<file path="config.mk">
export PLATFORM = sky130hd
export DESIGN_NAME = datapath_control_unit
export DESIGN_NICKNAME = d
export VERILOG_FILES = /design/src/rtl/mini_src_pkg.sv /design/src/rtl/control_step_decode.sv /design/src/rtl/datapath_control_unit.sv
export SDC_FILE = /design/constraint.sdc
export NUM_CORES = 1
export LEC_CHECK = 0
export ABC_CLOCK_PERIOD_IN_PS = 3900
export CAP_MARGIN = 40
export CORE_MARGIN = 5
export CORE_UTILIZATION = 45
export CTS_CLUSTER_SIZE = 24
export DETAILED_ROUTE_END_ITERATION = 12
export GPL_TIMING_DRIVEN = 0
export PLACE_DENSITY = 0.87
export REMOVE_ABC_BUFFERS = 1
export SLEW_MARGIN = 0
export SYNTH_ARGS = -nofsm -noshare
export SYNTH_HDL_FRONTEND = slang
export SYNTH_SLANG_ARGS = --single-unit
export TNS_END_PERCENT = 10
</file>
<file path="constraint.sdc">
create_clock -name clk -period 3.9 [get_ports clk]
set_clock_uncertainty 0.05 [all_clocks]
set_input_delay 0.78 -clock clk [delete_from_list [all_inputs] [get_ports clk]]
set_output_delay 0.78 -clock clk [all_outputs]
set_load 0.01 [all_outputs]
</file>
<file path="src/rtl/mini_src_pkg.sv">
// Shared Mini-SRC encodings: opcodes, ALU codes, T-step codes and the control strobe bundle.
package mini_src_pkg;

   localparam int unsigned OP_W   = 5;
   localparam int unsigned ALU_W  = 4;
   localparam int unsigned STEP_W = 4;

   localparam logic [4:0] OP_LD   = 5'b00000;
   localparam logic [4:0] OP_LDI  = 5'b00001;
   localparam logic [4:0] OP_ST   = 5'b00010;
   localparam logic [4:0] OP_ADD  = 5'b00011;
   localparam logic [4:0] OP_SUB  = 5'b00100;
   localparam logic [4:0] OP_AND  = 5'b00101;
   localparam logic [4:0] OP_OR   = 5'b00110;
   localparam logic [4:0] OP_ROR  = 5'b00111;
   localparam logic [4:0] OP_ROL  = 5'b01000;
   localparam logic [4:0] OP_SHR  = 5'b01001;
   localparam logic [4:0] OP_SHRA = 5'b01010;
   localparam logic [4:0] OP_SHL  = 5'b01011;
   localparam logic [4:0] OP_ADDI = 5'b01100;
   localparam logic [4:0] OP_ANDI = 5'b01101;
   localparam logic [4:0] OP_ORI  = 5'b01110;
   localparam logic [4:0] OP_MUL  = 5'b01111;
   localparam logic [4:0] OP_DIV  = 5'b10000;
   localparam logic [4:0] OP_NEG  = 5'b10001;
   localparam logic [4:0] OP_NOT  = 5'b10010;
   localparam logic [4:0] OP_BR   = 5'b10011;
   localparam logic [4:0] OP_JR   = 5'b10100;
   localparam logic [4:0] OP_JAL  = 5'b10101;
   localparam logic [4:0] OP_IN   = 5'b10110;
   localparam logic [4:0] OP_OUT  = 5'b10111;
   localparam logic [4:0] OP_MFHI = 5'b11000;
   localparam logic [4:0] OP_MFLO = 5'b11001;
   localparam logic [4:0] OP_NOP  = 5'b11010;
   localparam logic [4:0] OP_HALT = 5'b11011;

   localparam logic [3:0] ALU_PASS  = 4'b0000;
   localparam logic [3:0] ALU_ADD   = 4'b0001;
   localparam logic [3:0] ALU_SUB   = 4'b0010;
   localparam logic [3:0] ALU_AND   = 4'b0011;
   localparam logic [3:0] ALU_OR    = 4'b0100;
   localparam logic [3:0] ALU_ROR   = 4'b0101;
   localparam logic [3:0] ALU_ROL   = 4'b0110;
   localparam logic [3:0] ALU_SHR   = 4'b0111;
   localparam logic [3:0] ALU_SHRA  = 4'b1000;
   localparam logic [3:0] ALU_INCPC = 4'b1001;
   localparam logic [3:0] ALU_SHL   = 4'b1010;
   localparam logic [3:0] ALU_MUL   = 4'b1011;
   localparam logic [3:0] ALU_DIV   = 4'b1100;
   localparam logic [3:0] ALU_NEG   = 4'b1101;
   localparam logic [3:0] ALU_NOT   = 4'b1110;

   localparam logic [3:0] STEP_T0   = 4'd0;
   localparam logic [3:0] STEP_T1   = 4'd1;
   localparam logic [3:0] STEP_T2   = 4'd2;
   localparam logic [3:0] STEP_T3   = 4'd3;
   localparam logic [3:0] STEP_T4   = 4'd4;
   localparam logic [3:0] STEP_T5   = 4'd5;
   localparam logic [3:0] STEP_T6   = 4'd6;
   localparam logic [3:0] STEP_T7   = 4'd7;
   localparam logic [3:0] STEP_HALT = 4'd8;

   typedef struct packed {
      logic gra;
      logic grb;
      logic grc;
      logic rin;
      logic rout;
      logic ba_out;
      logic c_out;
      logic pc_out;
      logic pc_in;
      logic inc_pc;
      logic mar_in;
      logic mdr_in;
      logic mdr_out;
      logic read;
      logic write;
      logic ir_in;
      logic y_in;
      logic z_in;
      logic zlow_out;
      logic zhigh_out;
      logic hi_in;
      logic hi_out;
      logic lo_in;
      logic lo_out;
      logic inport_out;
      logic outport_in;
      logic con_in;
   } ctrl_t;

   // ALU operation for the opcodes that compute through Z; PASS for everything else.
   function automatic logic [3:0] alu_code(input logic [4:0] op);
      logic [3:0] code;
      code = ALU_PASS;
      case (op)
         OP_ADD, OP_ADDI: code = ALU_ADD;
         OP_SUB:          code = ALU_SUB;
         OP_AND, OP_ANDI: code = ALU_AND;
         OP_OR, OP_ORI:   code = ALU_OR;
         OP_ROR:          code = ALU_ROR;
         OP_ROL:          code = ALU_ROL;
         OP_SHR:          code = ALU_SHR;
         OP_SHRA:         code = ALU_SHRA;
         OP_SHL:          code = ALU_SHL;
         OP_MUL:          code = ALU_MUL;
         OP_DIV:          code = ALU_DIV;
         OP_NEG:          code = ALU_NEG;
         OP_NOT:          code = ALU_NOT;
         default:         code = ALU_PASS;
      endcase
      return code;
   endfunction

endpackage

</file>
<file path="src/rtl/control_step_decode.sv">
// Combinational strobe decode for one T-step of the current instruction.
module control_step_decode
   import mini_src_pkg::*;
(
   input  logic [STEP_W-1:0] step,
   input  logic [OP_W-1:0]   opcode,
   input  logic              con_ff,
   output ctrl_t             ctrl_c,
   output logic [ALU_W-1:0]  alu_sel_c,
   output logic              last_step_c,
   output logic              mem_step_c
);

   logic is_mem_ref, is_alu3, is_imm, is_md, is_un;
   logic is_single, has_exec;

   assign is_mem_ref = (opcode == OP_LD) || (opcode == OP_LDI) || (opcode == OP_ST);
   assign is_alu3    = (opcode >= OP_ADD) && (opcode <= OP_SHL);
   assign is_imm     = (opcode >= OP_ADDI) && (opcode <= OP_ORI);
   assign is_md      = (opcode == OP_MUL) || (opcode == OP_DIV);
   assign is_un      = (opcode == OP_NEG) || (opcode == OP_NOT);
   assign is_single  = (opcode == OP_JR) || (opcode == OP_IN) || (opcode == OP_OUT) ||
                       (opcode == OP_MFHI) || (opcode == OP_MFLO);
   assign has_exec   = is_mem_ref || is_alu3 || is_imm || is_md || is_un ||
                       (opcode == OP_BR) || is_single;

   // Steps an opcode does not define terminate the instruction with all strobes low.
   always_comb begin
      ctrl_c      = '0;
      alu_sel_c   = ALU_PASS;
      last_step_c = 1'b0;
      mem_step_c  = 1'b0;
      case (step)
         STEP_T0: begin
            ctrl_c.pc_out = 1'b1;
            ctrl_c.mar_in = 1'b1;
            ctrl_c.inc_pc = 1'b1;
            ctrl_c.z_in   = 1'b1;
            alu_sel_c     = ALU_INCPC;
         end
         STEP_T1: begin
            ctrl_c.zlow_out = 1'b1;
            ctrl_c.pc_in    = 1'b1;
            ctrl_c.read     = 1'b1;
            ctrl_c.mdr_in   = 1'b1;
            mem_step_c      = 1'b1;
         end
         STEP_T2: begin
            ctrl_c.mdr_out = 1'b1;
            ctrl_c.ir_in   = 1'b1;
            last_step_c    = !has_exec;
         end
         STEP_T3: begin
            if (is_mem_ref) begin
               ctrl_c.grb    = 1'b1;
               ctrl_c.ba_out = 1'b1;
               ctrl_c.y_in   = 1'b1;
            end else if (is_alu3 || is_imm) begin
               ctrl_c.grb  = 1'b1;
               ctrl_c.rout = 1'b1;
               ctrl_c.y_in = 1'b1;
            end else if (is_md) begin
               ctrl_c.gra  = 1'b1;
               ctrl_c.rout = 1'b1;
               ctrl_c.y_in = 1'b1;
            end else if (is_un) begin
               ctrl_c.grb  = 1'b1;
               ctrl_c.rout = 1'b1;
               ctrl_c.z_in = 1'b1;
               alu_sel_c   = alu_code(opcode);
            end else if (opcode == OP_BR) begin
               ctrl_c.gra    = 1'b1;
               ctrl_c.rout   = 1'b1;
               ctrl_c.con_in = 1'b1;
            end else if (opcode == OP_JR) begin
               ctrl_c.gra   = 1'b1;
               ctrl_c.rout  = 1'b1;
               ctrl_c.pc_in = 1'b1;
               last_step_c  = 1'b1;
            end else if (opcode == OP_IN) begin
               ctrl_c.inport_out = 1'b1;
               ctrl_c.gra        = 1'b1;
               ctrl_c.rin        = 1'b1;
               last_step_c       = 1'b1;
            end else if (opcode == OP_OUT) begin
               ctrl_c.gra        = 1'b1;
               ctrl_c.rout       = 1'b1;
               ctrl_c.outport_in = 1'b1;
               last_step_c       = 1'b1;
            end else if (opcode == OP_MFHI) begin
               ctrl_c.hi_out = 1'b1;
               ctrl_c.gra    = 1'b1;
               ctrl_c.rin    = 1'b1;
               last_step_c   = 1'b1;
            end else if (opcode == OP_MFLO) begin
               ctrl_c.lo_out = 1'b1;
               ctrl_c.gra    = 1'b1;
               ctrl_c.rin    = 1'b1;
               last_step_c   = 1'b1;
            end else begin
               last_step_c = 1'b1;
            end
         end
         STEP_T4: begin
            if (is_mem_ref) begin
               ctrl_c.c_out = 1'b1;
               ctrl_c.z_in  = 1'b1;
               alu_sel_c    = ALU_ADD;
            end else if (is_alu3) begin
               ctrl_c.grc  = 1'b1;
               ctrl_c.rout = 1'b1;
               ctrl_c.z_in = 1'b1;
               alu_sel_c   = alu_code(opcode);
            end else if (is_imm) begin
               ctrl_c.c_out = 1'b1;
               ctrl_c.z_in  = 1'b1;
               alu_sel_c    = alu_code(opcode);
            end else if (is_md) begin
               ctrl_c.grb  = 1'b1;
               ctrl_c.rout = 1'b1;
               ctrl_c.z_in = 1'b1;
               alu_sel_c   = alu_code(opcode);
            end else if (is_un) begin
               ctrl_c.zlow_out = 1'b1;
               ctrl_c.gra      = 1'b1;
               ctrl_c.rin      = 1'b1;
               last_step_c     = 1'b1;
            end else if (opcode == OP_BR) begin
               ctrl_c.pc_out = 1'b1;
               ctrl_c.y_in   = 1'b1;
            end else begin
               last_step_c = 1'b1;
            end
         end
         STEP_T5: begin
            if ((opcode == OP_LD) || (opcode == OP_ST)) begin
               ctrl_c.zlow_out = 1'b1;
               ctrl_c.mar_in   = 1'b1;
            end else if ((opcode == OP_LDI) || is_alu3 || is_imm) begin
               ctrl_c.zlow_out = 1'b1;
               ctrl_c.gra      = 1'b1;
               ctrl_c.rin      = 1'b1;
               last_step_c     = 1'b1;
            end else if (is_md) begin
               ctrl_c.zlow_out = 1'b1;
               ctrl_c.lo_in    = 1'b1;
            end else if (opcode == OP_BR) begin
               ctrl_c.c_out = 1'b1;
               ctrl_c.z_in  = 1'b1;
               alu_sel_c    = ALU_ADD;
            end else begin
               last_step_c = 1'b1;
            end
         end
         STEP_T6: begin
            last_step_c = 1'b1;
            if (opcode == OP_LD) begin
               ctrl_c.read   = 1'b1;
               ctrl_c.mdr_in = 1'b1;
               mem_step_c    = 1'b1;
               last_step_c   = 1'b1 & 1'b0;
            end else if (opcode == OP_ST) begin
               ctrl_c.gra    = 1'b1;
               ctrl_c.rout   = 1'b1;
               ctrl_c.mdr_in = 1'b1;
               last_step_c   = 1'b0;
            end else if (is_md) begin
               ctrl_c.zhigh_out = 1'b1;
               ctrl_c.hi_in     = 1'b1;
            end else if ((opcode == OP_BR) && con_ff) begin
               ctrl_c.zlow_out = 1'b1;
               ctrl_c.pc_in    = 1'b1;
            end
         end
         STEP_T7: begin
            last_step_c = 1'b1;
            if (opcode == OP_LD) begin
               ctrl_c.mdr_out = 1'b1;
               ctrl_c.gra     = 1'b1;
               ctrl_c.rin     = 1'b1;
            end else if (opcode == OP_ST) begin
               ctrl_c.write = 1'b1;
               mem_step_c   = 1'b1;
            end
         end
         default: begin
            last_step_c = 1'b1;
         end
      endcase
   end

endmodule

</file>
<file path="src/rtl/datapath_control_unit.sv">
// Hard-wired Mini-SRC sequencer: one T-step per clock, fetch/decode/execute, memory wait and halt.
module datapath_control_unit
   import mini_src_pkg::*;
(
   input  logic             clk,
   input  logic             rst_n,
   input  logic [31:0]      IR,
   input  logic             con_ff,
   input  logic             mem_ready,
   output logic             Gra,
   output logic             Grb,
   output logic             Grc,
   output logic             Rin,
   output logic             Rout,
   output logic             BAout,
   output logic             Cout,
   output logic             PCout,
   output logic             PCin,
   output logic             IncPC,
   output logic             MARin,
   output logic             MDRin,
   output logic             MDRout,
   output logic             Read,
   output logic             Write,
   output logic             IRin,
   output logic             Yin,
   output logic             Zin,
   output logic             ZLowout,
   output logic             ZHighout,
   output logic             HIin,
   output logic             HIout,
   output logic             LOin,
   output logic             LOout,
   output logic             InPortout,
   output logic             outPortin,
   output logic             conIn,
   output logic [ALU_W-1:0] ALUselect,
   output logic             run
);

   logic [STEP_W-1:0] step_q, step_d;
   logic              run_q, run_d;
   logic [OP_W-1:0]   opcode;
   ctrl_t             dec_ctrl, ctrl;
   logic [ALU_W-1:0]  dec_alu, alu_sel;
   logic              dec_last, dec_mem;
   logic              ir_unused_c;

   assign opcode      = IR[31:27];
   assign ir_unused_c = ^IR[26:0];

   control_step_decode u_decode (
      .step        (step_q),
      .opcode      (opcode),
      .con_ff      (con_ff),
      .ctrl_c      (dec_ctrl),
      .alu_sel_c   (dec_alu),
      .last_step_c (dec_last),
      .mem_step_c  (dec_mem)
   );

   // run_q low after reset holds T0 idle for one cycle, so the first real T0 follows release.
   always_comb begin
      step_d = step_q;
      if (step_q == STEP_HALT) begin
         step_d = STEP_HALT;
      end else if (!run_q) begin
         step_d = STEP_T0;
      end else if (dec_mem && !mem_ready) begin
         step_d = step_q;
      end else if ((step_q == STEP_T2) && (opcode == OP_HALT)) begin
         step_d = STEP_HALT;
      end else if (dec_last) begin
         step_d = STEP_T0;
      end else begin
         step_d = step_q + STEP_W'(1);
      end
      run_d = (step_d != STEP_HALT);
   end

   always_ff @(posedge clk) begin
      if (!rst_n) begin
         step_q <= STEP_T0;
         run_q  <= 1'b0;
      end else begin
         step_q <= step_d;
         run_q  <= run_d;
      end
   end

   // Strobes are silent whenever the sequencer is not running (reset idle or halted).
   always_comb begin
      ctrl    = '0;
      alu_sel = ALU_PASS;
      if (run_q) begin
         ctrl    = dec_ctrl;
         alu_sel = dec_alu;
      end
   end

   assign Gra       = ctrl.gra;
   assign Grb       = ctrl.grb;
   assign Grc       = ctrl.grc;
   assign Rin       = ctrl.rin;
   assign Rout      = ctrl.rout;
   assign BAout     = ctrl.ba_out;
   assign Cout      = ctrl.c_out;
   assign PCout     = ctrl.pc_out;
   assign PCin      = ctrl.pc_in;
   assign IncPC     = ctrl.inc_pc;
   assign MARin     = ctrl.mar_in;
   assign MDRin     = ctrl.mdr_in;
   assign MDRout    = ctrl.mdr_out;
   assign Read      = ctrl.read;
   assign Write     = ctrl.write;
   assign IRin      = ctrl.ir_in;
   assign Yin       = ctrl.y_in;
   assign Zin       = ctrl.z_in;
   assign ZLowout   = ctrl.zlow_out;
   assign ZHighout  = ctrl.zhigh_out;
   assign HIin      = ctrl.hi_in;
   assign HIout     = ctrl.hi_out;
   assign LOin      = ctrl.lo_in;
   assign LOout     = ctrl.lo_out;
   assign InPortout = ctrl.inport_out;
   assign outPortin = ctrl.outport_in;
   assign conIn     = ctrl.con_in;
   assign ALUselect = alu_sel;
   assign run       = run_q;

endmodule

</file>
==> summary.md <==
| Metric | Value |
|---|---|
| Initial drt markers | `195` |
| Fin. max-slew vios | `0` |
| Initial Util | `46.3%` |
| XOR/XNOR share of the synthesized area | `0%` |
| Cell Area, Synth | `0.00139 mm^2` |
| CP Class | `in2out` |
| # DRC | `0` |
| Post-synthesis compound-gate area fraction | `36.9%` |
| First-pass DRT Iterations | `5` |
| WP data arrival | `2.91 ns` |
| Crit path max fanout | `22` |
| DRT Wirelength | `4650 um` |
| Grt total ovfl | `0` |
| DR WL/cell | `16.7 um` |
| GR Util All Layers | `21.3%` |
| H-tree depth | `1` |
| Endpoints failing hold | `0` |
| Min-delay worst type | `reg2reg` |
| # hold bufs at CTS | `0` |
| Pin count of the biggest net entering global routing | `27` |
| Main combinational cell family by area after synthesis | `simple AND/OR/NAND/NOR gates` |
| Max clock buf depth | `2` |
| Fin crit period | `3.74 ns` |
| Async set-reset flop share out of synthesis | `0%` |
| Status | `finished clean` |
| Fmax | `267 MHz` |
| Pint | `0.148 mW` |
| Share of cells above drive strength 1 | `8.94%` |
| Area grow syn2layout | `27.7%` |
| Comb pwr share | `52.4%` |
| Synthesis warning total | `0` |
| Num CTS Buffers | `3` |
| VDD IR max | `0.000173 V` |
| CP startpoint kind | `input port` |
| Final #Nets | `287` |
| Final hold slack | `0.458 ns` |
| Postcts setup bufs | `0` |
| Util after Layout | `59.1%` |
| DIE AREA | `0.00430 mm^2` |
| Post-Syn Area per Cell | `6.37 um^2` |
| RSZ-0062 raised after global routing | `true` |
| Slew headroom | `52.2%` |
| Top_reg_cell synth | `dfxtp_1` |
| Cell Pwr Density | `141 mW/mm^2` |
| Seq/Total Area, Yosys | `7.21%` |
| Sequential share of power | `23.3%` |
| Vias in the first global route | `1,562` |
| WP data required | `3.07 ns` |
| Post-DP HPWL | `3330 um` |
| Leak | `0.637 nW` |
| Cell variety after synth | `59` |
| Die width | `65.6 um` |
| Worst slew pin tran | `0.707 ns` |
| Gp weighted congestion | `0.971` |
| Adder-cell share of the synthesized area | `3.60%` |
| Clk slew on worst S/H paths | `0.05 ns` |
| Worst setup EP type | `primary output` |
| First-pass GRT wire length | `7460 um` |
| Tot Pwr | `0.250 mW` |
| Clock power share | `24.3%` |
| Diodes inserted | `0` |
| Crit share post-route | `96.0%` |
| Io pins | `68` |
| # setup viols final | `0` |
| # port buffers | `40` |
| Cells after Synth | `218` |
| FP Rows | `20` |
| Worst skew pair latency | `0.24 ns` |
| Antenna Nets Post-Route | `0` |
| Simple-gate share of the synthesized area | `44.0%` |
| #FFs+latches synth | `5` |
| CTS tree | `done` |
| Max_cap viols | `0` |
| Antenna violations before repair | `0` |
| Post-synth EDFFs | `0` |
| Post-CTS resize count | `15` |
| Core footprint | `0.00300 mm^2` |
| Via count | `1,808` |
| Mux share of post-synthesis cell area | `1.44%` |
| Root Buffer | `clkbuf_4` |
| Sw Share | `41.0%` |
| Via density | `6.48` |
| Die height | `65.6 um` |
| Clk sinks | `5` |
| P_sw | `0.102 mW` |
## final timing paths
path               endpoint  startpoint  cells after the start  slack (ns)
hold / removal    step_q[1]   step_q[1]                      2        0.46
hold reg to reg   step_q[1]   step_q[1]                      2        0.46
setup reg to reg        run   step_q[0]                      8        1.43
setup / recovery       Cout      IR[28]                      7        0.16
## metal layers
metal | GRT usage (%) | vias to the layer above | share of wire (%) | wire, um
li1 | - | 874 | - | -
met1 | 29.5 | 808 | 43 | 1990
met2 | 34.0 | 113 | 46 | 2160
met3 | 2.39 | 13 | 8.8 | 408
met4 | 6.99 | 0 | 1.9 | 87
met5 | 0 | - | 0 | 0
## cell type report
class | count | area, um^2
Fill cell | 281 | 1230
Multi-Input combinational cell | 191 | 1200
Timing Repair Buffer | 41 | 388
Sequential cell | 5 | 100
Tap cell | 33 | 41.3
Clock buffer | 4 | 26.3
Inverter | 5 | 18.8
## Yosys cell counts (all sizes together), types with 2 or more instances
library cell  count  area (um^2)
and2              5         31.3
a21boi            2         15.0
nand2            15         56.3
nand3b            3         22.5
nor3              9         45.0
o311ai            2         25.0
buf               4         27.5
inv               5         18.8
nor4              4         25.0
a211oi            5         37.5
a31oi             5         31.3
nand3            10         55.1
o22ai             2         12.5
and3              6         42.5
nand2b            6         37.5
o31a              2         17.5
mux2i             2         20.0
o21ai            16         80.1
nand4             3         18.8
or3b              3         26.3
o21bai            2         15.0
clkbuf           13         48.8
or3               2         12.5
a21oi            17         85.1
dfxtp             5          100
nor2b             7         43.8
a31o              4         35.0
ha                4         50.1
nor2             33          124
nor4bb            2         20.0
or2               2         12.5
## logic make-up after synthesis
group                    count (synthesis)
multiplexers                             2
buffers and inverters                   22
flip-flops                               5
AND/OR/NAND/NOR                        114
adder cells (fa/ha/maj)                  4
AO/OA/AOI/OAI                           71
## worst max-delay path: stages
cell             delay [ns]
clkdlybuf4s15_2        0.44
nand2_1                0.35
or3_1                  0.44
a21oi_1                0.17
a31oi_1                0.05
nor2_1                 0.13
clkdlybuf4s50_1        0.55
## power by group through the flow
stage | registers (mW) | logic (mW) | clock network, mW
after global routing | 0.0586 | 0.141 | 0.0674
after floorplan | 0.0577 | 0.0716 | 0
final | 0.0583 | 0.131 | 0.0608
after CTS | 0.0580 | 0.129 | 0.0623
after global placement | 0.0588 | 0.130 | 0
after detailed placement | 0.0590 | 0.129 | 0
## stage by stage
step                cell area, um^2  setup TNS [ns]  setup slack (ns)  cells
floorplan                      1310               0             0.984    201
global placement               1750          -10.94            -0.816    274
detailed placement             1760          -10.51            -0.704    275
CTS                            1790         -0.0176           -0.0176    279
global route                   1770         -0.0838           -0.0532    279
finish                         1770               0             0.155    279
## layout by cell type, fill, tap and decap left out, types with 2 or more instances in the layout
| cell type | instances |
|---|---|
| or2_2 | 2 |
| o22ai_1 | 2 |
| or3_1 | 2 |
| clkbuf_2 | 2 |
| nor2_1 | 33 |
| nand4_1 | 3 |
| and3_1 | 5 |
| nand2_1 | 15 |
| nor2b_1 | 7 |
| ha_1 | 4 |
| a21boi_1 | 2 |
| o31a_1 | 2 |
| nand2b_1 | 6 |
| nor3_1 | 9 |
| and2_1 | 4 |
| clkdlybuf4s50_1 | 35 |
| nand3_1 | 9 |
| inv_1 | 5 |
| clkbuf_4 | 4 |
| a31o_2 | 3 |
| o21ai_1 | 3 |
| mux2i_1 | 2 |
| o21bai_1 | 2 |
| a31oi_1 | 5 |
| a21oi_1 | 17 |
| nor4_1 | 4 |
| dfxtp_1 | 5 |
| o21ai_0 | 13 |
| a211oi_1 | 5 |
| or3b_1 | 2 |
| nand3b_1 | 3 |
## state kept, by name, summed over array words and instances (netlist names)
register  count
run           1
step_q        4
Power figures use the tool's default switching activity.
